--- config.mk ---
export PLATFORM = sky130hd
export DESIGN_NAME = regfile_param
export DESIGN_NICKNAME = d
export VERILOG_FILES = /design/src/rtl/regfile_pkg.sv /design/src/rtl/scrub_ctrl.sv /design/src/rtl/regfile_param.sv
export SDC_FILE = /design/constraint.sdc
export NUM_CORES = 1
export LEC_CHECK = 0
export BUFFER_PORTS_ARGS = -buffer_cell sky130_fd_sc_hd__buf_2
export CAP_MARGIN = 20
export CORE_AREA = 3 3 112 114
export DETAILED_ROUTE_END_ITERATION = 6
export DIE_AREA = 0 0 115 117
export PLACE_DENSITY = 0.69
export SYNTH_ARGS = -nofsm -noshare
export SYNTH_HDL_FRONTEND = slang
export SYNTH_SLANG_ARGS = --single-unit
--- constraint.sdc ---
create_clock -name clk -period 2.2 [get_ports clk]
set_clock_uncertainty 0.1 [all_clocks]
set_input_delay 0 -clock clk [delete_from_list [all_inputs] [get_ports clk]]
set_output_delay 0 -clock clk [all_outputs]
set_load 0.02 [all_outputs]
--- src/rtl/regfile_pkg.sv ---
// regfile_pkg
// Shared definitions for the parametrised register file and its scrub
// controller: the two-state encoding of the scrub sequencer.
package regfile_pkg;

    // Scrub sequencer states. IDLE serves reads and writes normally;
    // SCRUB clears one entry per clock and blocks writes.
    typedef enum logic {
        ST_IDLE  = 1'b0,
        ST_SCRUB = 1'b1
    } scrub_state_e;

endpackage

--- src/rtl/scrub_ctrl.sv ---
// scrub_ctrl
// Sequencer that walks an index over 0..DEPTH-1, one entry per clock, so the
// register file can clear every entry. A level-sampled request starts a pass.
// A request that arrives during a pass is ignored rather than queued.
//
// Ports:
//   clk        in   rising-edge clock
//   clr_n      in   asynchronous active-low reset
//   scrub_req  in   start a pass (sampled only while idle)
//   busy       out  a pass is in progress
//   scrub_done out  high during the final cycle of a pass
//   scrub_we   out  clear entry scrub_idx at the next edge
//   scrub_idx  out  entry being cleared at the next edge
module scrub_ctrl
    import regfile_pkg::*;
#(
    parameter int DEPTH = 8,
    localparam int AW   = (DEPTH > 1) ? $clog2(DEPTH) : 1
) (
    input  logic          clk,
    input  logic          clr_n,
    input  logic          scrub_req,
    output logic          busy,
    output logic          scrub_done,
    output logic          scrub_we,
    output logic [AW-1:0] scrub_idx
);

    localparam logic [AW-1:0] LAST_IDX = AW'(DEPTH - 1);

    scrub_state_e  state_q, state_d;
    logic [AW-1:0] idx_q, idx_d;

    // The index stops at DEPTH-1 and is reloaded with zero, so a DEPTH that
    // is not a power of two never lets it address a missing entry.
    always_comb begin
        state_d = state_q;
        idx_d   = idx_q;
        case (state_q)
            ST_IDLE: begin
                if (scrub_req) begin
                    state_d = ST_SCRUB;
                    idx_d   = '0;
                end
            end
            ST_SCRUB: begin
                if (idx_q == LAST_IDX) begin
                    state_d = ST_IDLE;
                    idx_d   = '0;
                end else begin
                    idx_d = idx_q + AW'(1);
                end
            end
            default: begin
                state_d = ST_IDLE;
                idx_d   = '0;
            end
        endcase
    end

    always_ff @(posedge clk or negedge clr_n) begin
        if (!clr_n) begin
            state_q <= ST_IDLE;
            idx_q   <= '0;
        end else begin
            state_q <= state_d;
            idx_q   <= idx_d;
        end
    end

    assign busy       = (state_q == ST_SCRUB);
    assign scrub_done = busy && (idx_q == LAST_IDX);
    assign scrub_we   = busy;
    assign scrub_idx  = idx_q;

endmodule

--- src/rtl/regfile_param.sv ---
// regfile_param
// DEPTH x WIDTH flop-based register file with one write port and two
// registered read ports. Reads see a same-edge write (write-first bypass)
// and a same-edge scrub clear. Entry 0 can be hard-wired to zero.
//
// Ports:
//   clk        in   rising-edge clock
//   clr_n      in   asynchronous active-low reset
//   we         in   write enable
//   wsel       in   write address
//   d          in   write data
//   rsel_a     in   read address, port A
//   rsel_b     in   read address, port B
//   q_a        out  registered read data, port A
//   q_b        out  registered read data, port B
//   scrub_req  in   start clearing all entries
//   busy       out  scrub in progress (writes are dropped)
//   scrub_done out  high during the final scrub cycle
module regfile_param
    import regfile_pkg::*;
#(
    parameter int WIDTH   = 8,
    parameter int DEPTH   = 8,
    parameter int ZERO_R0 = 0,
    localparam int AW     = (DEPTH > 1) ? $clog2(DEPTH) : 1
) (
    input  logic             clk,
    input  logic             clr_n,
    input  logic             we,
    input  logic [AW-1:0]    wsel,
    input  logic [WIDTH-1:0] d,
    input  logic [AW-1:0]    rsel_a,
    input  logic [AW-1:0]    rsel_b,
    output logic [WIDTH-1:0] q_a,
    output logic [WIDTH-1:0] q_b,
    input  logic             scrub_req,
    output logic             busy,
    output logic             scrub_done
);

    // One extra bit so DEPTH itself is representable when DEPTH = 2**AW.
    localparam logic [AW:0] DEPTH_V = (AW + 1)'(DEPTH);

    logic [WIDTH-1:0] mem_q [DEPTH];
    logic [WIDTH-1:0] mem_d [DEPTH];
    logic [WIDTH-1:0] q_a_q, q_a_d;
    logic [WIDTH-1:0] q_b_q, q_b_d;

    logic          scrub_we;
    logic [AW-1:0] scrub_idx;
    logic          wr_ok;

    scrub_ctrl #(
        .DEPTH(DEPTH)
    ) u_scrub (
        .clk       (clk),
        .clr_n     (clr_n),
        .scrub_req (scrub_req),
        .busy      (busy),
        .scrub_done(scrub_done),
        .scrub_we  (scrub_we),
        .scrub_idx (scrub_idx)
    );

    // Writes during a scrub are dropped, never stalled.
    assign wr_ok = we && !busy && ({1'b0, wsel} < DEPTH_V)
                   && !((ZERO_R0 != 0) && (wsel == '0));

    // Read resolution in priority order: out of range, hard-wired zero,
    // same-edge write, same-edge scrub clear, stored value.
    function automatic logic [WIDTH-1:0] resolve(
        input logic [AW-1:0]    sel,
        input logic [WIDTH-1:0] stored,
        input logic             w_ok,
        input logic [AW-1:0]    w_sel,
        input logic [WIDTH-1:0] w_data,
        input logic             s_we,
        input logic [AW-1:0]    s_idx
    );
        logic [WIDTH-1:0] r;
        if ({1'b0, sel} >= DEPTH_V) begin
            r = '0;
        end else if ((ZERO_R0 != 0) && (sel == '0)) begin
            r = '0;
        end else if (w_ok && (w_sel == sel)) begin
            r = w_data;
        end else if (s_we && (s_idx == sel)) begin
            r = '0;
        end else begin
            r = stored;
        end
        return r;
    endfunction

    // Write and scrub can never both target the array in one cycle since
    // wr_ok already requires busy to be low.
    always_comb begin
        for (int i = 0; i < DEPTH; i++) begin
            mem_d[i] = mem_q[i];
            if (scrub_we && (scrub_idx == AW'(i))) begin
                mem_d[i] = '0;
            end
            if (wr_ok && (wsel == AW'(i))) begin
                mem_d[i] = d;
            end
        end
    end

    always_comb begin
        q_a_d = resolve(rsel_a, mem_q[rsel_a], wr_ok, wsel, d, scrub_we, scrub_idx);
        q_b_d = resolve(rsel_b, mem_q[rsel_b], wr_ok, wsel, d, scrub_we, scrub_idx);
    end

    always_ff @(posedge clk or negedge clr_n) begin
        if (!clr_n) begin
            for (int i = 0; i < DEPTH; i++) begin
                mem_q[i] <= '0;
            end
            q_a_q <= '0;
            q_b_q <= '0;
        end else begin
            for (int i = 0; i < DEPTH; i++) begin
                mem_q[i] <= mem_d[i];
            end
            q_a_q <= q_a_d;
            q_b_q <= q_b_d;
        end
    end

    assign q_a = q_a_q;
    assign q_b = q_b_q;

endmodule

==> metrics.txt <==
outcome completed; port bufs 38; relative slew slack 55.47%; R2R cell count 5; CP arrival 1.97 ns; RSZ-0062 raised after global routing false; Final #Nets 483; via count 3477; area share of the largest cell type after synthesis 44.61%; crit path capture type primary output; CTS Sinks 84; final setup fails 0; DR pass1 iterations 5; post-synthesis sequential area ratio 44.61%; DP Worst Slack 0.3701 ns; layout cells sized above 1 21.91%; Cells after Synth 416; CP top delay family flip-flops; flop2flop setup slack 0.36 ns; commonest register cell after synthesis dfrtp_1; CP peak stage delay 0.48 ns; largest area contributor in the netlist dfrtp_1; post-synthesis register bit count 84; Clock transition at path regs 0.07 ns; DRC errors left 0; Max Slew Vio Count 0; initial antenna violation count 0; worst hold path type in2async; Max-Cap Viols 0; CTS resizes 0; grt total ovfl 0; H-tree depth 3; Pleak 2.512 nW; CP max stage cell dfrtp_1; Worst setup SP type flop; Max Clk Rate 482.5 MHz; hold_buf cts 10; EDFF count, synth 0; source of the worst register-to-register timing path u_scrub.scrub_idx[0]$_DFFE_PN0P_; FFs w/ async S/R, synth 100.0%; Req. time, crit path 2.10 ns; most frequent cell after synthesis nand2_1; Rows 39; TritonCTS clock tree built; Inserted Clock Buffers 9; DR iter-0 viols 290; fin crit share 94.21%; DR vias/cell 5.757; endpoints failing hold 0; Cell Pwr Density 1117 mW/mm^2; Total GRT Usage 18.64%; # Post-CTS Setup Buffers 0; Setup TNS 0 ns; Synth Net Count 443; Core Util, Final 46.70%; Max VDD drop 0.4537 mV; gp weighted congestion 0.8332; largest net degree at the start of global routing 53; Post-Synthesis Cell Area 0.004712 mm^2; I/O Pins 39; Starting Density 40.92%; critical path fanouts, max 9; CP Cell Sequence ha_1, ha_1, nand2_1, inv_1, buf_2; Crit path buffers/inverters 2; die area 0.01346 mm^2; first-pass GRT wire length 18910 um; final worst slack 0.1275 ns; remaining antenna violation count after routing 0; vias in the first global route 3523; final WL 12100 um; WL per Instance 20.04 um; Die W 115 um; Period minus WS final 2.073 ns; critical path class reg2out; top cells by count, synth 87 x nand2_1, 84 x dfrtp_1, 48 x o21ai_0, 28 x nand3_1, 25 x mux4_1; core box area 0.01152 mm^2; worst slew pin tran 0.6679 ns; CP Launch Point u_scrub.scrub_idx[0]$_DFFE_PN0P_; root buf cell clkbuf_16; most used cell, CP ha_1; average cell area after synthesis 11.33 um^2; Synth area leaders dfrtp_1 45%, mux4_1 14%, nand2_1 6.9%, o21ai_0 5.1%, mux2_2 3.8%; FF-to-FF End mem_q[4]$_DFFE_PN0P_; library cells used by synthesis 31; Clk Latency, worst-skew pair 0.35 ns; chip height 117 um; Post-DP HPWL 8212 um; Layout area overhead 14.13%; ANT cells 0; synth warn 0; clk buf depth 2; Pwr Total 0.006004 W
final cells by class:
| class | count | area (um^2) |
|---|---|---|
| inverters | 15 | 56.30 |
| multi-input cells | 282 | 2307 |
| flip-flops and latches | 84 | 2102 |
| clock inverters | 7 | 57.56 |
| clock buffers | 9 | 225.2 |
| repair buffers | 64 | 450.4 |
| fillers | 1008 | 6138 |
| well taps | 143 | 178.9 |
logic make-up (layout without fill, tap and decap cells):
family / count (synthesis) / count (layout) / share of synthesized area [%]
AOI/OAI and AO/OA: 86 / 86 / 11.02
xor gates and xnor gates: 12 / 12 / 2.230
adders and majority gates: 6 / 6 / 1.593
buffers and inverters: 50 / 95 / 6.426
DFF: 84 / 84 / 44.61
muxes: 48 / 48 / 21.11
and+or+nand+nor: 130 / 130 / 13.01
stage by stage:
step	hold WS (ns)	cells	instance area (um^2)
floorplan	-0.3956	416	4712
global placement	-0.1370	578	4995
detailed placement	-0.1348	578	4995
CTS	0.04531	604	5378
global route	0.06475	604	5378
finish	0.02749	604	5378
layer usage:
metal	GRT usage [%]	vias up	routed length, um
li1	-	1593	-
met1	22.33	1719	4830
met2	32.95	137	6101
met3	3.393	28	751
met4	8.059	0	418
met5	0	-	0
placed cells by master, fill, tap and decap left out, types with 2 or more instances in the layout:
| master | n |
|---|---|
| or4_1 | 2 |
| xnor2_1 | 6 |
| nand2_1 | 87 |
| nand3_1 | 28 |
| xor2_1 | 6 |
| mux2_2 | 16 |
| nand2b_1 | 2 |
| mux4_2 | 7 |
| dlygate4sd3_1 | 10 |
| inv_6 | 3 |
| o21ai_1 | 17 |
| nor4_4 | 2 |
| dfrtp_1 | 84 |
| buf_12 | 3 |
| clkbuf_16 | 9 |
| a22o_1 | 16 |
| nor2b_1 | 2 |
| ha_1 | 6 |
| a41oi_2 | 2 |
| o21ai_0 | 48 |
| o31ai_1 | 2 |
| clkinvlp_4 | 3 |
| buf_2 | 37 |
| nor3_1 | 2 |
| inv_1 | 14 |
| mux4_1 | 25 |
| buf_4 | 14 |
| nor4_2 | 2 |
power by group:
group          leakage (nW)  internal, W  switching (W)
sequential             1.13      0.00213       0.000437
clock                 0.129     0.000778       0.000660
combinational          1.25     0.000939        0.00106
total                  2.51      0.00384        0.00216
flip-flops by register name, summed over array words and instances, names as in the netlist:
| signal | flops |
|---|---|
| mem_q | 64 |
| q_a | 8 |
| q_b | 8 |
| u_scrub.busy | 1 |
| u_scrub.scrub_idx | 3 |
how the worst max path moves through the flow:
stage                     cells past startpoint               endpoint
after floorplan                               8  mem_q[45]$_DFFE_PN0P_
after global routing                          5             scrub_done
final                                         5             scrub_done
after CTS                                     5             scrub_done
after detailed placement                      4  mem_q[52]$_DFFE_PN0P_
after global placement                        4  mem_q[51]$_DFFE_PN0P_
Power figures use the tool's default switching activity.
